File: src/rtl/ifetch_axi.sv
// ifetch_axi: instruction fetch stage in front of the instruction BRAM.
// Keeps the PC and issues single-word reads on the AXI-lite AR/R channels, with at
// most one read outstanding. Returned words are buffered with their PCs and a
// bus-error flag, and handed to decode over valid/ready. A redirect flushes the
// buffer and drops the one in-flight beat, if there is one.
// Optional build macro IFETCH_PERF_EN adds the perf_* counter outputs.
//
// state | meaning
// IDLE  | no read outstanding; issue when the buffer has a free slot and not halted
// ADDR  | m_arvalid/m_araddr held stable until m_arready
// DATA  | address accepted, waiting for the R beat
module ifetch_axi #(
  parameter logic [31:0] RESET_PC   = 32'h0000_0000,
  parameter int          FIFO_DEPTH = 2
) (
  input  logic        clk,
  input  logic        reset,
  input  logic        redirect_valid,
  input  logic [31:0] redirect_pc,
  output logic [31:0] m_araddr,
  output logic        m_arvalid,
  input  logic        m_arready,
  input  logic [31:0] m_rdata,
  input  logic [1:0]  m_rresp,
  input  logic        m_rvalid,
  output logic        m_rready,
  output logic        inst_valid,
  output logic [31:0] inst_data,
  output logic [31:0] inst_pc,
  output logic        inst_err,
`ifdef IFETCH_PERF_EN
  output logic [31:0] perf_fetch_cnt,
  output logic [31:0] perf_stall_cnt,
  output logic [15:0] perf_flush_cnt,
`endif
  input  logic        inst_ready
);

  localparam int PW = $clog2(FIFO_DEPTH);
  localparam logic [PW:0] DEPTH_C = (PW+1)'(FIFO_DEPTH);

  typedef enum logic [1:0] {IDLE, ADDR, DATA} state_t;

  state_t        state;
  logic [31:0]   pc;
  logic          discard;
  logic          halted;

  logic [31:0]   fifo_data [FIFO_DEPTH];
  logic [31:0]   fifo_pc   [FIFO_DEPTH];
  logic          fifo_err  [FIFO_DEPTH];
  logic [PW-1:0] wr_ptr;
  logic [PW-1:0] rd_ptr;
  logic [PW:0]   count;

  logic ar_hs;
  logic beat;
  logic push;
  logic pop;
  logic bus_err;
  logic can_issue;

  // m_arvalid is only ever high in ADDR, so the handshake reduces to ADDR & m_arready.
  // An R beat is only taken once its address has been accepted.
  assign ar_hs     = (state == ADDR) && m_arready;
  assign beat      = m_rvalid && ((state == DATA) || ar_hs);
  assign bus_err   = (m_rresp != 2'b00);
  assign push      = beat && !discard && !redirect_valid;
  assign pop       = inst_valid && inst_ready && !redirect_valid;
  // Reserving a slot at issue time means an accepted beat can never overflow the buffer.
  assign can_issue = (count < DEPTH_C) && !halted;

  assign inst_valid = (count != '0);
  assign inst_data  = fifo_data[rd_ptr];
  assign inst_pc    = fifo_pc[rd_ptr];
  assign inst_err   = fifo_err[rd_ptr];

  // Fetch FSM: AR/R sequencing, PC update, discard and halt tracking.
  always_ff @(posedge clk or negedge reset) begin
    if (!reset) begin
      state     <= IDLE;
      pc        <= RESET_PC;
      m_araddr  <= RESET_PC;
      m_arvalid <= 1'b0;
      m_rready  <= 1'b0;
      discard   <= 1'b0;
      halted    <= 1'b0;
    end else begin
      case (state)
        IDLE: begin
          // A redirect in IDLE holds off issue for one cycle so the new pc is used.
          if (can_issue && !redirect_valid) begin
            m_araddr  <= pc;
            m_arvalid <= 1'b1;
            m_rready  <= 1'b1;
            state     <= ADDR;
          end
        end
        ADDR: begin
          if (m_arready) begin
            m_arvalid <= 1'b0;
            // pc already points at a redirect target when this read is stale.
            if (!discard && !redirect_valid) pc <= pc + 32'd4;
            if (m_rvalid) begin
              m_rready <= 1'b0;
              state    <= IDLE;
            end else begin
              state <= DATA;
            end
          end
        end
        DATA: begin
          if (m_rvalid) begin
            m_rready <= 1'b0;
            state    <= IDLE;
          end
        end
        default: begin
          m_arvalid <= 1'b0;
          m_rready  <= 1'b0;
          state     <= IDLE;
        end
      endcase

      if (beat) begin
        discard <= 1'b0;
        if (push && bus_err) halted <= 1'b1;
      end

      // A beat landing in the redirect cycle is dropped outright; otherwise the
      // still-outstanding read gets flagged for discard.
      if (redirect_valid) begin
        pc      <= {redirect_pc[31:2], 2'b00};
        halted  <= 1'b0;
        discard <= (state != IDLE) && !beat;
      end
    end
  end

  // Instruction buffer: circular FIFO, flushed by redirect.
  always_ff @(posedge clk or negedge reset) begin
    if (!reset) begin
      wr_ptr <= '0;
      rd_ptr <= '0;
      count  <= '0;
      for (int i = 0; i < FIFO_DEPTH; i++) begin
        fifo_data[i] <= '0;
        fifo_pc[i]   <= '0;
        fifo_err[i]  <= 1'b0;
      end
    end else if (redirect_valid) begin
      wr_ptr <= '0;
      rd_ptr <= '0;
      count  <= '0;
    end else begin
      if (push) begin
        fifo_data[wr_ptr] <= m_rdata;
        fifo_pc[wr_ptr]   <= m_araddr;
        fifo_err[wr_ptr]  <= bus_err;
        wr_ptr            <= wr_ptr + PW'(1);
      end
      if (pop) rd_ptr <= rd_ptr + PW'(1);
      case ({push, pop})
        2'b10:   count <= count + (PW+1)'(1);
        2'b01:   count <= count - (PW+1)'(1);
        default: count <= count;
      endcase
    end
  end

`ifdef IFETCH_PERF_EN
  // Free-running performance counters; all wrap on overflow.
  always_ff @(posedge clk or negedge reset) begin
    if (!reset) begin
      perf_fetch_cnt <= '0;
      perf_stall_cnt <= '0;
      perf_flush_cnt <= '0;
    end else begin
      if (pop)                    perf_fetch_cnt <= perf_fetch_cnt + 32'd1;
      if (!inst_valid && !halted) perf_stall_cnt <= perf_stall_cnt + 32'd1;
      if (redirect_valid)         perf_flush_cnt <= perf_flush_cnt + 16'd1;
    end
  end
`endif

endmodule

File: config.mk
export PLATFORM = sky130hd
export DESIGN_NAME = ifetch_axi
export DESIGN_NICKNAME = d
export VERILOG_FILES = /design/src/rtl/ifetch_axi.sv
export SDC_FILE = /design/constraint.sdc
export NUM_CORES = 1
export LEC_CHECK = 0
export ABC_AREA = 1
export BUFFER_PORTS_ARGS = -buffer_cell sky130_fd_sc_hd__buf_2
export CORE_ASPECT_RATIO = 1.1
export CORE_MARGIN = 2
export CORE_UTILIZATION = 45
export DETAILED_ROUTE_END_ITERATION = 8
export PLACE_DENSITY = 0.66
export SYNTH_ARGS = -nofsm -noshare
export SYNTH_HDL_FRONTEND = slang
export SYNTH_SLANG_ARGS = --single-unit
File: constraint.sdc
create_clock -name clk -period 1.5 [get_ports clk]
set_input_delay 0.15 -clock clk [delete_from_list [all_inputs] [get_ports clk]]
set_output_delay 0.15 -clock clk [all_outputs]
set_load 0.01 [all_outputs]
# ---- After elaboration in Yosys (flattened, before gate mapping)
# Cells that the tools add are included.
dict set report classes {
  addsub 5
  multipliers 0
  n_div 0
  order_cmp 4
  n_eq_ne 7
  shift 0
  mux 42
  n_bitwise 4
  n_reduce_logical 36
}
# operator count
set op_table {}
lappend op_table {{$mux W32} 11}
lappend op_table {{$bwmux W64} 2}
lappend op_table {{$add A32 B3 Y32 const B} 1}
lappend op_table {{$demux W32 S1} 1}
lappend op_table {{$reduce_bool A2 Y1} 10}
lappend op_table {{$mux W1} 17}
lappend op_table {{$logic_and A1 B1 Y1} 12}
lappend op_table {{$mux W2} 5}
lappend op_table {{$reduce_and A3 Y1} 3}
lappend op_table {{$reduce_and A2 Y1} 4}
lappend op_table {{$ne A2 B2 Y1 const B} 3}
lappend op_table {{$pmux W1 S3} 2}
lappend op_table {{$pmux W2 S3} 1}
lappend op_table {{$eq A2 B1 Y1 const B} 2}
lappend op_table {{$eq A2 B2 Y1 const B} 2}
lappend op_table {{$ge A2 B2 Y1 const B} 2}
lappend op_table {{$logic_not A1 Y1} 4}
lappend op_table {{$not A1 Y2} 2}
lappend op_table {{$pmux W2 S2} 1}
lappend op_table {{$reduce_bool A3 Y1} 1}
lappend op_table {{$add A1 B1 Y1 const B} 2}
lappend op_table {{$add A2 B1 Y2 const B} 1}
lappend op_table {{$bwmux W2} 1}
lappend op_table {{$logic_not A2 Y1} 1}
lappend op_table {{other kinds (6)} 7}
dict set report word_totals {
  reg_bits 204
  latch_bits 0
  ram_bits 0
  mem_bits_ro 0
  out_inout_bits 100
  elab_cells 114
  n_memories 0
}

# ---- Logic depth before layout (Yosys ltp)
dict set report depth {
  ltp_word 10
  mapped_depth 11
}

# ---- Worst setup path before layout
# OpenSTA, ideal clock, no wires.
dict set report synth_timing {
  path_type {register to register}
  startpoint {register state[1]}
  endpoint {register fifo_pc[42] (netlist name)}
  setup_ps 130
  arrival_ps 1501
  required_ps 1370
  path_slack_ps -131
  stages_incl_launch_ff 12
  cell_sequence {dfrtp_1 -> inv_1 -> ha_1 -> nand2_1 -> nand2_1 -> nand3_2 -> nor2_4 -> nand2_4 -> buf_6 -> buf_6 -> nand2_1 -> o21ai_1}
}
dict set report synth_via {
  elab_chain_len 7
  word_cells_on_any_way 8
  cone_classes {eq/ne (2); reduce/logical (6)}
}
# item line_no
set synth_rtl {}
lappend synth_rtl {{start: declaration} 44} ;# state_t state;
lappend synth_rtl {{start signal: assignment} 81} ;# state <= IDLE;
lappend synth_rtl {{start signal: assignment} 96} ;# state <= ADDR;
lappend synth_rtl {{start signal: assignment} 106} ;# state <= IDLE;
lappend synth_rtl {{$eq A2 B1 Y1} 65} ;# assign ar_hs = (state == ADDR) && m_arready;
lappend synth_rtl {{$logic_and A1 B1 Y1} 65}
lappend synth_rtl {{$logic_or A1 B1 Y1 *} 66} ;# assign beat = m_rvalid && ((state == DATA) || ar_hs);
lappend synth_rtl {{$logic_and A1 B1 Y1 *} 66}
lappend synth_rtl {{$logic_and A1 B1 Y1 * (2 in series)} 68} ;# assign push = beat && !discard && !redirect_valid;
lappend synth_rtl {{$reduce_and A2 Y1 (no line) *} -}
lappend synth_rtl {{end signal: indexed assignment} 158} ;# fifo_pc[wr_ptr] <= m_araddr;
lappend synth_rtl {{end: declaration} 50} ;# logic [31:0] fifo_pc [FIFO_DEPTH];
# Mark *: on every way between the ends. The rest lies on a longest branch, timed or not.
# A chain may end at the register's enable or synchronous reset.

# ---- Worst setup path after layout
dict set report layout_timing {
  startpoint {register state[0]}
  endpoint {register fifo_data[36] (netlist name)}
}
dict set report layout_via {
  elab_chain_len 7
  word_cells_on_any_way 8
  cone_classes {eq/ne (2); reduce/logical (6)}
}
# item line_no
set layout_rtl {}
lappend layout_rtl {{$eq A2 B1 Y1} 65}
lappend layout_rtl {{$logic_and A1 B1 Y1} 65}
lappend layout_rtl {{$logic_or A1 B1 Y1 *} 66}
lappend layout_rtl {{$logic_and A1 B1 Y1 *} 66}
lappend layout_rtl {{$logic_and A1 B1 Y1 * (2 in series)} 68}
lappend layout_rtl {{$reduce_and A2 Y1 (no line) *} -}
lappend layout_rtl {{end signal: indexed assignment} 157} ;# fifo_data[wr_ptr] <= m_rdata;
lappend layout_rtl {{end: declaration} 49} ;# logic [31:0] fifo_data [FIFO_DEPTH];
# Marked as above.

==> out/metrics.cfg <==
[critical_path]
cp_data_arrival_time_ns = 2.16
required_ns = 1.83
cp_max_fo = 42
reg2reg_from = state[0]$_DFFE_PN0P_
worstSetupStartpointType = flop
reg2reg_depth = 10
crit_path_end_kind = flop
path_class = flop to flop
reg2reg_setup_slack_ns = -0.33
r2r-end = fifo_data[36]$_DFFE_PN0P_

[cts]
cts_htree_levels = 4
numCtsBuffers = 17
clock_path_buffers = 2
cts_tree = yes
clock-sinks = 196
clk_pin_slew_worst_paths_ns = 0.08
cts_root_buffer = clkbuf_16
worstSkewPairLatency_ns = 0.44

[route]
drt-total-wl_um = 30100
drc = 0
first_iter_violations = 473
first_pass_iters = 5
vias = 9171
drt.antenna.violating_nets = 0
wire_per_inst_um = 16.9
vias_per_cell = 5.15

[synthesis]
synth_fa_ha_area_share_pct = 0.533
synth-seq-cells = 196
avgSynthCellArea_um2 = 7.59
seq_area_frac_synth_pct = 52.2
synth_compound_gate_area_share_pct = 11.7
synth_xor_area_share_pct = 0.186
yosysWarnings = 0
yosys.area_share.simple_pct = 27.1
synth_cells = 1238
synth_mux_area_share_pct = 0
yosys.cell_types.count = 28
mappedNetlistArea_um2 = 9390
synth_top_family_by_area = simple AND/OR/NAND/NOR gates

[timing]
period_share_pct = 122
finalSetupViolations = 232
post-route-min-period_ns = 1.83
fin_tns_setup_ns = -37.98
fmax_ghz = 0.546
drv_slew = 0
finClkSkew_ns = 0.0149
hold_viol = 0
rsz0062_at_grt = true
setup_slack_ns = -0.331

[power]
ir_worst_vdd_uv = 1010
power_density_nw_per_um2 = 1760
cellLeakagePower_nw = 7.15

[final_layout]
fillers = 1574
nets = 1588
antenna_cells = 0
syn_to_final_growth_pct = 48.7
layout-drive-gt1-share_pct = 33.8

[floorplanning]
die_area_um2 = 22000
die_x_um = 142
die_h_um = 156
initial_core_util_pct = 45.8
core_um2 = 20500
num_rows = 55
boundaryPins = 172

[min_path]
min_path_cells = 3
hold_path.class = primary input to flop
hp-start = redirect_pc[10]
min_to = pc[10]$_DFFE_PN0P_

[global_route]
grt-ovfl-total = 0
grtUsageTotal_pct = 24.1
grt_pass1_wl_um = 42300
grt_max_degree = 46
antenna_found_initial = 0
grt_pass1_vias = 8458

[placed_design]
hpwl_um = 17100
pre_cts_ws_ns = -0.209
io_buffers = 165
gp_congestion = 0.896

[run]
cap_viol_max_count = 0

[outcome]
violations = setup timing
status = finished with violations

## logic make-up after synthesis
logic type | Yosys count
simple gates | 650
compound gates | 209
flops | 196
buf+inv | 176
fa+ha+maj | 4
xor+xnor | 2
other cells | 1
## cells in the final DEF, fill, tap and decap left out, drive strengths merged
cell type    count
inv            122
dlygate4sd3     37
a22oi            4
conb             4
o22ai            5
nand4            4
dfrtp          196
a21oi           11
xor2             2
bufbuf           1
nand2          503
o21ai          186
a31oi            2
o21a             1
clkinv           4
or2              1
clkinvlp         5
ha               4
clkbuf          32
buf            258
nor2            96
nand3           47
## critical path, stage by stage, from the launching register on
cell	delay [ns]
dfrtp_1	0.42
inv_2	0.10
ha_4	0.14
inv_2	0.03
nand2_2	0.09
nand3_4	0.08
nor2_4	0.16
buf_12	0.13
nand2_8	0.08
buf_12	0.19
o21ai_0	0.27
## synthesized netlist by cell type (all sizes together)
| cell type | count | area, um2 |
|---|---|---|
| or2 | 1 | 6.26 |
| nand3 | 46 | 240 |
| ha | 4 | 50.1 |
| a22oi | 4 | 30.0 |
| clkbuf | 26 | 97.6 |
| nor2 | 96 | 375 |
| nand2 | 503 | 1900 |
| nand4 | 4 | 25.0 |
| dfrtp | 196 | 4900 |
| inv | 114 | 428 |
| o21ai | 186 | 953 |
| o22ai | 5 | 31.3 |
| conb | 1 | 3.75 |
| xor2 | 2 | 17.5 |
| a21oi | 11 | 55.1 |
| buf | 36 | 246 |
| o21a | 1 | 7.51 |
| a31oi | 2 | 18.8 |
## metrics by stage
step	std cells	area [um2]	hold WS [ns]	util (%)	total power, mW
after floorplan	1241	9430	-0.146	-	12.9
final	1781	14000	0.0147	68.1	24.5
after detailed placement	1661	10900	0.131	53.3	16.2
after global routing	1781	14000	0.0449	68.1	26.0
after global placement	1661	10900	0.130	53.3	15.9
after CTS	1748	12300	0.0102	60.1	21.5
## registers in the layout, summed over array words and instances (netlist names)
name	count
halted	1
m_araddr	30
fifo_pc	60
state	2
m_arvalid	1
discard	1
rd_ptr	1
fifo_data	64
wr_ptr	1
count	2
fifo_err	2
pc	30
m_rready	1
## worst max path at each step
| stage | slack, ns | endpoint | cells past startpoint | start |
|---|---|---|---|---|
| after floorplan | -0.11 | fifo_pc[42]$_DFFE_PN0P_ | 11 | state[1]$_DFFE_PN0P_ |
| after global placement | -0.14 | fifo_err[1]$_DFFE_PN0P_ | 10 | state[1]$_DFFE_PN0P_ |
| after detailed placement | -0.21 | fifo_pc[56]$_DFFE_PN0P_ | 9 | state[1]$_DFFE_PN0P_ |
| after CTS | -0.17 | fifo_data[2]$_DFFE_PN0P_ | 11 | state[0]$_DFFE_PN0P_ |
| after global routing | -0.39 | fifo_data[36]$_DFFE_PN0P_ | 10 | state[1]$_DFFE_PN0P_ |
| final | -0.33 | fifo_data[36]$_DFFE_PN0P_ | 10 | state[0]$_DFFE_PN0P_ |
## repair_timing
item / 4_1_cts / 5_1_grt
cloned: 8 / 20
resized for setup: 58 / 318
pin swaps: 3 / 51
hold endpoints to repair: 98 / 0
setup endpoints to repair: 237 / 249
hold buffers: 37 / 0
buffers inserted: 11 / 15
## layer usage
layer	track usage, %	wire length (um)	part of all wire (%)	vias to the layer above
met5	0	0	0	-
met4	6.05	490	1.6	0
met3	4.27	1610	5.4	32
met2	40.3	15400	51	318
met1	32.7	12500	42	4376
li1	-	-	-	4445
## final cells by class
type                            count  area (um2)  share of cell area [%]
Clock buffer                       18         439                    3.14
Clock inverter                     14         118                   0.842
Inverter                          114         467                    3.34
Multi-Input combinational cell    870        4660                    33.4
Sequential cell                   196        4910                    35.1
Tap cell                          256         320                    2.29
Timing Repair Buffer              310        3020                    21.6
Timing Repair inverter              3        33.8                   0.242
## power by group
group / internal, mW / leakage (nW) / switching [mW]
sequential: 7.29 / 2.52 / 1.98
combinational: 5.21 / 4.37 / 5.63
clock: 2.22 / 0.261 / 2.21
total: 14.7 / 7.15 / 9.81
No activity file was read; power rests on OpenSTA's default activity.
